$ cat config.mk
export PLATFORM = sky130hd
export DESIGN_NAME = shift_deser_flat
export DESIGN_NICKNAME = d
export VERILOG_FILES = /design/src/rtl/shift_deser_pkg.sv /design/src/rtl/shift_deser_if.sv /design/src/rtl/shift_deser_out_reg.sv /design/src/rtl/shift_deser.sv /design/src/flat_wrapper.sv
export SDC_FILE = /design/constraint.sdc
export NUM_CORES = 1
export LEC_CHECK = 0
export ABC_AREA = 1
export BUFFER_PORTS_ARGS = -buffer_cell sky130_fd_sc_hd__buf_2
export CAP_MARGIN = 15
export CORE_MARGIN = 5
export CORE_UTILIZATION = 39
export DETAILED_ROUTE_END_ITERATION = 12
export GPL_TIMING_DRIVEN = 0
export PLACE_DENSITY = 0.69
export SLEW_MARGIN = 20
export SYNTH_ARGS = -nofsm -noshare
export SYNTH_HDL_FRONTEND = slang
export SYNTH_SLANG_ARGS = --single-unit
$ cat constraint.sdc
create_clock -name clk -period 2.3 [get_ports clk]
set_input_delay 0 -clock clk [delete_from_list [all_inputs] [get_ports clk]]
set_output_delay 0 -clock clk [all_outputs]
set_load 0.005 [all_outputs]
$ cat src/rtl/shift_deser_pkg.sv
// Shared constants for the bit-serial utility blocks (deserializer now, serializer later).
// Holds the alignment state encoding and the bit-counter width helper.
package shift_deser_pkg;

    typedef enum logic {
        HUNT     = 1'b0,
        ASSEMBLE = 1'b1
    } deser_state_e;

    function automatic int cnt_width(input int width);
        return (width > 2) ? $clog2(width) : 1;
    endfunction

endpackage

$ cat src/rtl/shift_deser_if.sv
// Serial-in / word-out bundle of the deserializer, including the sticky error flags.
// The slave modport is the deserializer; the master side is the front end plus the consumer.
interface shift_deser_if #(parameter int WIDTH = 8);

    logic             ser_valid;
    logic             ser_data;
    logic             ser_sync;
    logic [WIDTH-1:0] par_data;
    logic             par_valid;
    logic             par_ready;
    logic             overrun;
    logic             sync_err;
    logic             clr_err;

    modport slave (
        input  ser_valid, ser_data, ser_sync, par_ready, clr_err,
        output par_data, par_valid, overrun, sync_err
    );

    modport master (
        output ser_valid, ser_data, ser_sync, par_ready, clr_err,
        input  par_data, par_valid, overrun, sync_err
    );

endinterface

$ cat src/rtl/shift_deser_out_reg.sv
// One-deep valid/ready holding register for completed words.
// A load is taken when the register is empty or draining this cycle; otherwise it is dropped.
module deser_out_reg #(
    parameter int WIDTH = 8
) (
    input  logic             clk,
    input  logic             rst,
    input  logic             load,
    input  logic [WIDTH-1:0] load_data,
    input  logic             ready,
    output logic [WIDTH-1:0] data,
    output logic             valid,
    output logic             dropped
);

    logic can_load;

    assign can_load = !valid || ready;
    assign dropped  = load && !can_load;

    always_ff @(posedge clk) begin
        if (rst) begin
            data  <= '0;
            valid <= 1'b0;
        end else if (load && can_load) begin
            data  <= load_data;
            valid <= 1'b1;
        end else if (valid && ready) begin
            valid <= 1'b0;
        end
    end

endmodule

$ cat src/rtl/shift_deser.sv
// Serial-to-parallel deserializer: aligns on ser_sync, assembles WIDTH-bit words and
// hands them to a one-deep output register, flagging overruns and mid-word syncs.
module shift_deser
    import shift_deser_pkg::*;
#(
    parameter int WIDTH     = 8,
    parameter bit MSB_FIRST = 1'b1
) (
    input logic          clk,
    input logic          rst,
    shift_deser_if.slave bus
);

    localparam int            CW   = cnt_width(WIDTH);
    localparam logic [CW-1:0] LAST = CW'(WIDTH - 1);

    deser_state_e     state, state_nx;
    logic [CW-1:0]    cnt, cnt_nx;
    logic [WIDTH-1:0] asm_q, asm_nx;
    logic [WIDTH-1:0] shifted, seed;
    logic             word_done, sync_hit, dropped;
    logic             overrun_q, sync_err_q;

    // seed starts a fresh word from the sync bit, shifted appends to the current one
    generate
        if (MSB_FIRST) begin : g_msb
            assign shifted = {asm_q[WIDTH-2:0], bus.ser_data};
            assign seed    = {{(WIDTH-1){1'b0}}, bus.ser_data};
        end else begin : g_lsb
            assign shifted = {bus.ser_data, asm_q[WIDTH-1:1]};
            assign seed    = {bus.ser_data, {(WIDTH-1){1'b0}}};
        end
    endgenerate

    always_ff @(posedge clk) begin
        if (rst) begin
            state <= HUNT;
            cnt   <= '0;
            asm_q <= '0;
        end else begin
            state <= state_nx;
            cnt   <= cnt_nx;
            asm_q <= asm_nx;
        end
    end

    always_comb begin
        state_nx  = state;
        cnt_nx    = cnt;
        asm_nx    = asm_q;
        word_done = 1'b0;
        sync_hit  = 1'b0;
        if (bus.ser_valid) begin
            if (bus.ser_sync) begin
                // a sync always restarts the word; it is only an error when a word is in flight
                state_nx = ASSEMBLE;
                cnt_nx   = CW'(1);
                asm_nx   = seed;
                sync_hit = (state == ASSEMBLE) && (cnt != '0);
            end else if (state == ASSEMBLE) begin
                asm_nx = shifted;
                if (cnt == LAST) begin
                    cnt_nx    = '0;
                    word_done = 1'b1;
                end else begin
                    cnt_nx = cnt + CW'(1);
                end
            end
        end
    end

    deser_out_reg #(.WIDTH(WIDTH)) u_out_reg (
        .clk       (clk),
        .rst       (rst),
        .load      (word_done),
        .load_data (shifted),
        .ready     (bus.par_ready),
        .data      (bus.par_data),
        .valid     (bus.par_valid),
        .dropped   (dropped)
    );

    // a new event wins over a coincident clear
    always_ff @(posedge clk) begin
        if (rst) begin
            overrun_q  <= 1'b0;
            sync_err_q <= 1'b0;
        end else begin
            overrun_q  <= dropped  || (overrun_q  && !bus.clr_err);
            sync_err_q <= sync_hit || (sync_err_q && !bus.clr_err);
        end
    end

    assign bus.overrun  = overrun_q;
    assign bus.sync_err = sync_err_q;

endmodule

$ cat src/flat_wrapper.sv
// flat-port wrapper written by rule: the top's interface ports become plain ports
module shift_deser_flat import shift_deser_pkg::*;
#(
    parameter int WIDTH     = 8,
    parameter bit MSB_FIRST = 1'b1
)
  (clk, rst, bus_ser_valid, bus_ser_data, bus_ser_sync, bus_par_ready, bus_clr_err, bus_par_data, bus_par_valid, bus_overrun, bus_sync_err);
  shift_deser_if #(.WIDTH(WIDTH)) bus_i ();
  input logic clk;
  input logic rst;
  input wire logic [$bits(bus_i.ser_valid)-1:0] bus_ser_valid;
  input wire logic [$bits(bus_i.ser_data)-1:0] bus_ser_data;
  input wire logic [$bits(bus_i.ser_sync)-1:0] bus_ser_sync;
  input wire logic [$bits(bus_i.par_ready)-1:0] bus_par_ready;
  input wire logic [$bits(bus_i.clr_err)-1:0] bus_clr_err;
  output wire logic [$bits(bus_i.par_data)-1:0] bus_par_data;
  output wire logic [$bits(bus_i.par_valid)-1:0] bus_par_valid;
  output wire logic [$bits(bus_i.overrun)-1:0] bus_overrun;
  output wire logic [$bits(bus_i.sync_err)-1:0] bus_sync_err;
  assign bus_i.ser_valid = bus_ser_valid;
  assign bus_i.ser_data = bus_ser_data;
  assign bus_i.ser_sync = bus_ser_sync;
  assign bus_i.par_ready = bus_par_ready;
  assign bus_i.clr_err = bus_clr_err;
  assign bus_par_data = bus_i.par_data;
  assign bus_par_valid = bus_i.par_valid;
  assign bus_overrun = bus_i.overrun;
  assign bus_sync_err = bus_i.sync_err;
  shift_deser #(.WIDTH(WIDTH), .MSB_FIRST(MSB_FIRST)) u_core (.clk(clk), .rst(rst), .bus(bus_i));
endmodule
==> run_results.csv, run 1 <==
group,metric,value,unit
sta,fin_crit_sh,60.5,%
cts,cts_tree,"done",
setup_path,crit_arrival,1.64,ns
yosys,yosysMostFrequentCell,"inv_1",
drt,route.detailed.drc,0,
sta,tightest_slew,0.448,ns
drt,first_pass_iters,4,
run,maxCapViolations,0,
run_status,status,"completed",
yosys,postSynthCellCount,142,
pwr,power_density,518,nW/um2
yosys,synth_top_area_share,44.2,%
cts,cts_root_buf,"clkbuf_4",
sta,fin_hold_ws,0.0409,ns
sta,drv_slew,0,
sta,clock_skew,0.00363,ns
global_routing,gr-usage-all-layers,12.5,%
setup_path,worstSetupPathType,"reg -> reg",
drt,wl_met1,905,um
sta,hold_viol,0,
floorplan,start_util,40.6,%
drt,vias,879,
floorplan,pin_count,18,
floorplan,die-area,3660,um2
yosys,ys_async_sr_fraction,0,%
placed_design,place_ws,0.918,ns
placed_design,portBuffers,17,
drt,routed_wl,1940,um
min_path,min_path_type,"in -> reg",
drt,wire_per_inst,9.93,um
yosys,synth_common_cells,"33 x inv_1, 31 x nand2_1, 22 x dfxtp_1",
finish,num_antenna_cells,0,
setup_path,critPathCaptureType,"register",
yosys,synth_warnings,0,
yosys,synth_edf_count,0,
global_routing,grt_pass1_wl,3470,um
cts,postCtsResizedCells,0,
global_routing,gr-total-overflow,0,
yosys,yosysTopAreaCell,"dfxtp_1",
yosys,synth.area.top_cells,"dfxtp_1 44%, inv_1 12%, nand2_1 12%",
yosys,syn_area,996,um2
drt,top_layer,"met4",
cts,cts-htree-levels,1,
drt,drtIter0Drc,25,
yosys,yosysSeqAreaShare,44.2,%
global_routing,grt_max_degree,12,
global_routing,grt_antenna_before_repair,0,
sta,finalSetupTns,0,ns
cts,clock-sinks,22,
yosys,synthFlopType,"dfxtp_1",
yosys,synth.distinct_cells,18,
setup_path,worstSetupStartpointType,"register",
yosys,avgSynthCellArea,7.01,um2
sta,period_minus_slack,1.39,ns
cts,cts-buffers-inserted,3,
setup_path,crit_fanout,9,
sta,grt_setup_unrepaired,"no",
yosys,ys_seq_elements,22,
pwr,p_leak,0.535,nW
finish,fill_cells,264,
finish,finalNetCount,177,
floorplan,die_x,60.5,um
placed_design,place.gp.congestion,0.799,
global_routing,grt_pass1_vias,850,
sta,slew_headroom,70.2,%
pwr,vdd_drop_max,0.379,mV
drt,wl_met3,113,um
cts,insertion_delay,0.30,ns
finish,drive_gt1_share,17.0,%
cts,clockBufferDepth,2,
drt,antenna_left,0,
drt,viasPerCell,4.51,
yosys,syn_nets,152,
drt,met2RoutedLength,891,um
placed_design,dp_hpwl,1400,um
finish,fin_util,47.7,%
floorplan,core,2450,um2
sta,finalSetupViolCount,0,
sta,fmax,718,MHz
floorplan,rows,18,
cts,path_clk_slew,0.12,ns
setup_path,worstPathRequired,2.55,ns
sta,setup_ws,0.908,ns
finish,syn2layout_area_growth,17.6,%
floorplan,die_y,60.5,um
-- cell type report --
class	count	area [um2]	area share, %
plain buffers	4	25.0	2.14
clock buffers	3	22.5	1.92
multi-input cells	82	403	34.4
inverters	34	128	10.9
well taps	30	37.5	3.21
repair buffers	20	115	9.83
flip-flops and latches	22	440	37.6
-- registers in the layout, summed over array words and instances (netlist names) --
signal                  count
u_core.u_out_reg.data       8
u_core.asm_q                7
u_core.cnt                  3
u_core.bus.overrun          1
u_core.bus.sync_err         1
u_core.state                1
u_core.u_out_reg.valid      1
-- metal layers --
layer / global-route usage, % / vias up
met4: 7.12 / 0
met3: 2.55 / 6
li1: - / 475
met1: 15.6 / 377
met5: 0 / -
met2: 20.1 / 21
-- repair_timing --
item                      in CTS  in global routing
hold endpoints to repair       5                  0
hold buffers                   3                  0
setup buffers                  0                  0
-- path summary, 6_finish.rpt --
check / end / depth (start not counted) / start / slack (ns)
max reg2reg: u_core.u_out_reg.data[7] / 8 / u_core.cnt[0] / 0.91
min: u_core.asm_q[6] / 4 / bus_ser_sync / 0.04
min reg2reg: u_core.bus.overrun / 2 / u_core.bus.overrun / 0.47
max: u_core.u_out_reg.data[7] / 8 / u_core.cnt[0] / 0.91
-- placed cells by master, fill, tap and decap left out, drive strengths merged --
master and instances:
nand2 32, buf 20, inv 33, nor2 11, o21ai 2, clkbuf 4
nand3 18, a21oi 15, dlygate4sd3 3, dfxtp 22, clkinv 1, ha 3
nand3b 1
-- cells by family after synthesis --
kind of cell             share of synthesized area (%)
AND/OR/NAND/NOR                                   27.8
adder cells (fa/ha/maj)                           3.77
flip-flops                                        44.2
AO/OA/AOI/OAI                                     8.92
buffers and inverters                             15.3
-- critical path: stages, from the launching register on --
cell	delay (ns)
dfxtp_1	0.37
ha_1	0.15
ha_1	0.16
inv_1	0.07
nor2_1	0.15
nand3_2	0.20
nand2_1	0.11
inv_1	0.04
nor2_1	0.09
-- through the flow --
stage          cell area, um2  power [mW]  cells
2_1_floorplan             996       0.424    142
3_3_place_gp             1120       0.438    189
3_5_place_dp             1120       0.440    189
4_1_cts                  1170       0.613    195
5_1_grt                  1170       0.632    195
6_report                 1170       0.607    195
-- power by group --
group / switching (mW) / total (mW) / internal [mW]
logic: 0.0275 / 0.0455 / 0.0180
clock network: 0.111 / 0.172 / 0.0611
registers: 0.00378 / 0.390 / 0.386
No activity file was read; power rests on OpenSTA's default activity.
==> inputs of run 2 (changes only) <==
--- a/config.mk
+++ b/config.mk
@@ -12,7 +12,7 @@
 export CORE_UTILIZATION = 39
 export DETAILED_ROUTE_END_ITERATION = 12
 export GPL_TIMING_DRIVEN = 0
-export PLACE_DENSITY = 0.69
+export PLACE_DENSITY = 0.71
 export SLEW_MARGIN = 20
 export SYNTH_ARGS = -nofsm -noshare
 export SYNTH_HDL_FRONTEND = slang
==> constraint.sdc (replaced) <==
create_clock -name clk -period 1.22 [get_ports clk]
set_input_delay 0 -clock clk [delete_from_list [all_inputs] [get_ports clk]]
set_output_delay 0 -clock clk [all_outputs]
set_load 0.005 [all_outputs]
==> run 2 against run 1 <==
Effect of this change: worst setup slack got worse by 0.91 ns; critical endpoint is now u_core.u_out_reg.data[4]; register-to-register slack got worse by 0.91 ns; die area did not move; clock power rose by 140%; the flow now finishes with violations (negative setup slack); routed wire length rose by 9.3%; core utilization rose by 4.8 points; clock skew fell by 0.0020 ns; highest routed layer unchanged; global-route usage barely moved; largest cell class is now multi-input combinational cells; hold slack improved by 0.029 ns; via count rose by 5.9%; sequential share of layout area fell by 3.2 points.
==> run_results.csv, run 2 (synthesis gave the netlist of run 1 again) <==
group,metric,value,unit
run_status,status,"complete, but fails checks",
run_status,violations,"negative setup slack",
global_routing,grt_pass1_wl,3420,um
floorplan,pin_count,18,
setup_path,crit_fanout,8,
global_routing,grt_antenna_before_repair,0,
sta,hold_viol,0,
placed_design,place_ws,-0.173,ns
finish,finalNetCount,181,
setup_path,crit_arrival,1.45,ns
cts,cts_root_buf,"clkbuf_4",
floorplan,core,2450,um2
drt,wire_per_inst,10.6,um
drt,drtIter0Drc,19,
floorplan,start_util,40.6,%
finish,final_common_cell,"inv_1",
finish,drive_gt1_share,27.1,%
sta,fmax,818,MHz
floorplan,rows,18,
placed_design,dp_hpwl,1420,um
pwr,p_total,1.24,mW
finish,largest-register,"u_core.u_out_reg.data",
finish,multi_input_area,487,um2
drt,antenna_left,0,
floorplan,die_x,60.5,um
cts,clock-sinks,22,
floorplan,die_y,60.5,um
cts,cts-buffers-inserted,3,
cts,insertion_delay,0.31,ns
sta,slew_headroom,67.2,%
drt,first_pass_iters,4,
min_path,min_path_type,"in -> reg",
sta,fin_hold_ws,0.0703,ns
global_routing,grt_max_degree,13,
sta,tightest_slew,0.492,ns
cts,cts-htree-levels,1,
setup_path,worstPathRequired,1.45,ns
sta,drv_slew,0,
sta,finalSetupViolCount,3,
finish,seqCellArea,444,um2
drt,vias,931,
cts,path_clk_slew,0.12,ns
finish,top_regs,"u_core.u_out_reg.data: 8 flops, u_core.asm_q: 7 flops, u_core.cnt: 3 flops",
global_routing,gr-usage-all-layers,12.5,%
finish,largest_register_ff_count,8,
finish,final_cell_mix,"31 x inv_1, 28 x nand2_1, 19 x buf_2, 19 x dfxtp_1, 17 x nand3_1",
placed_design,placed_area,1120,um2
finish,fill_cells,231,
sta,clock_skew,0.00165,ns
sta,grt_setup_unrepaired,"yes",
finish,syn2layout_area_growth,29.5,%
floorplan,die-area,3660,um2
sta,period_minus_slack,1.22,ns
finish,final_cell_area,1290,um2
drt,route.detailed.drc,0,
placed_design,place.gp.congestion,0.815,
setup_path,critPathCaptureType,"register",
global_routing,grt_pass1_vias,814,
drt,viasPerCell,4.66,
setup_path,worstSetupStartpointType,"register",
sta,fin_crit_sh,100,%
pwr,power_density,961,nW/um2
drt,routed_wl,2120,um
finish,num_antenna_cells,0,
finish,fin_util,52.5,%
pwr,vdd_drop_max,0.586,mV
pwr,p_leak,0.553,nW
sta,setup_ws,-0.00271,ns
placed_design,portBuffers,17,
cts,cts_tree,"done",
cts,clockBufferDepth,2,
setup_path,worstSetupPathType,"reg -> reg",
global_routing,gr-total-overflow,0,
run,maxCapViolations,0,
## run 2: power breakdown
part           leakage, nW  switching, mW  internal, mW
clock               0.0210          0.226         0.183
sequential           0.179        0.00833         0.728
combinational        0.353         0.0583        0.0355
## run 2: layout make-up
class,count,share of cell area (%)
multi-input cells,84,37.7
plain buffers,4,1.94
flip-flops and latches,22,34.4
well taps,30,2.91
repair buffers,22,10.1
inverters,34,10.1
clock buffers,4,2.81
## run 2: worst max-delay path: stages (launching register included)
cell and delay, ns:
dfxtp_2 0.38, ha_4 0.14, ha_4 0.14, nand2_1 0.08
nor2_4 0.17, nand3_1 0.10, nand2_1 0.07, nor2_1 0.05
## run 2: per-layer routing
layer / share of wire (%) / GRT usage, % / vias to the layer above / wire (um)
met1: 44 / 15.3 / 417 / 927
met5: 0 / 0 / - / 0
li1: - / - / 493 / -
met3: 4.6 / 1.91 / 5 / 97
met4: 2.1 / 8.36 / 0 / 44
met2: 49 / 20.2 / 16 / 1050
## run 2: final timing paths
kind                                                 end  depth (start not counted)  slack, ns     startpoint
worst max-delay path            u_core.u_out_reg.data[4]                          7     -0.003  u_core.cnt[0]
worst min-delay path                     u_core.asm_q[5]                          4       0.07   bus_ser_sync
worst max register to register  u_core.u_out_reg.data[4]                          7     -0.003  u_core.cnt[0]
worst min register to register              u_core.state                          2       0.47   u_core.state
## run 2: metrics by stage
step	cells	TNS (ns)
2_1_floorplan	142	0
3_3_place_gp	189	-1.10
3_5_place_dp	189	-1.43
4_1_cts	199	-0.0452
5_1_grt	200	-0.706
6_report	200	-0.00755
## run 2: timing repair
| item | 4_1_cts | 5_1_grt |
|---|---|---|
| buffers inserted | 2 | 0 |
| hold endpoints to repair | 5 | 0 |
| cloned | 1 | 1 |
| gates resized for setup | 14 | 7 |
| pin swaps | 13 | 5 |
| setup endpoints to repair | 9 | 15 |
| hold buffers | 3 | 0 |
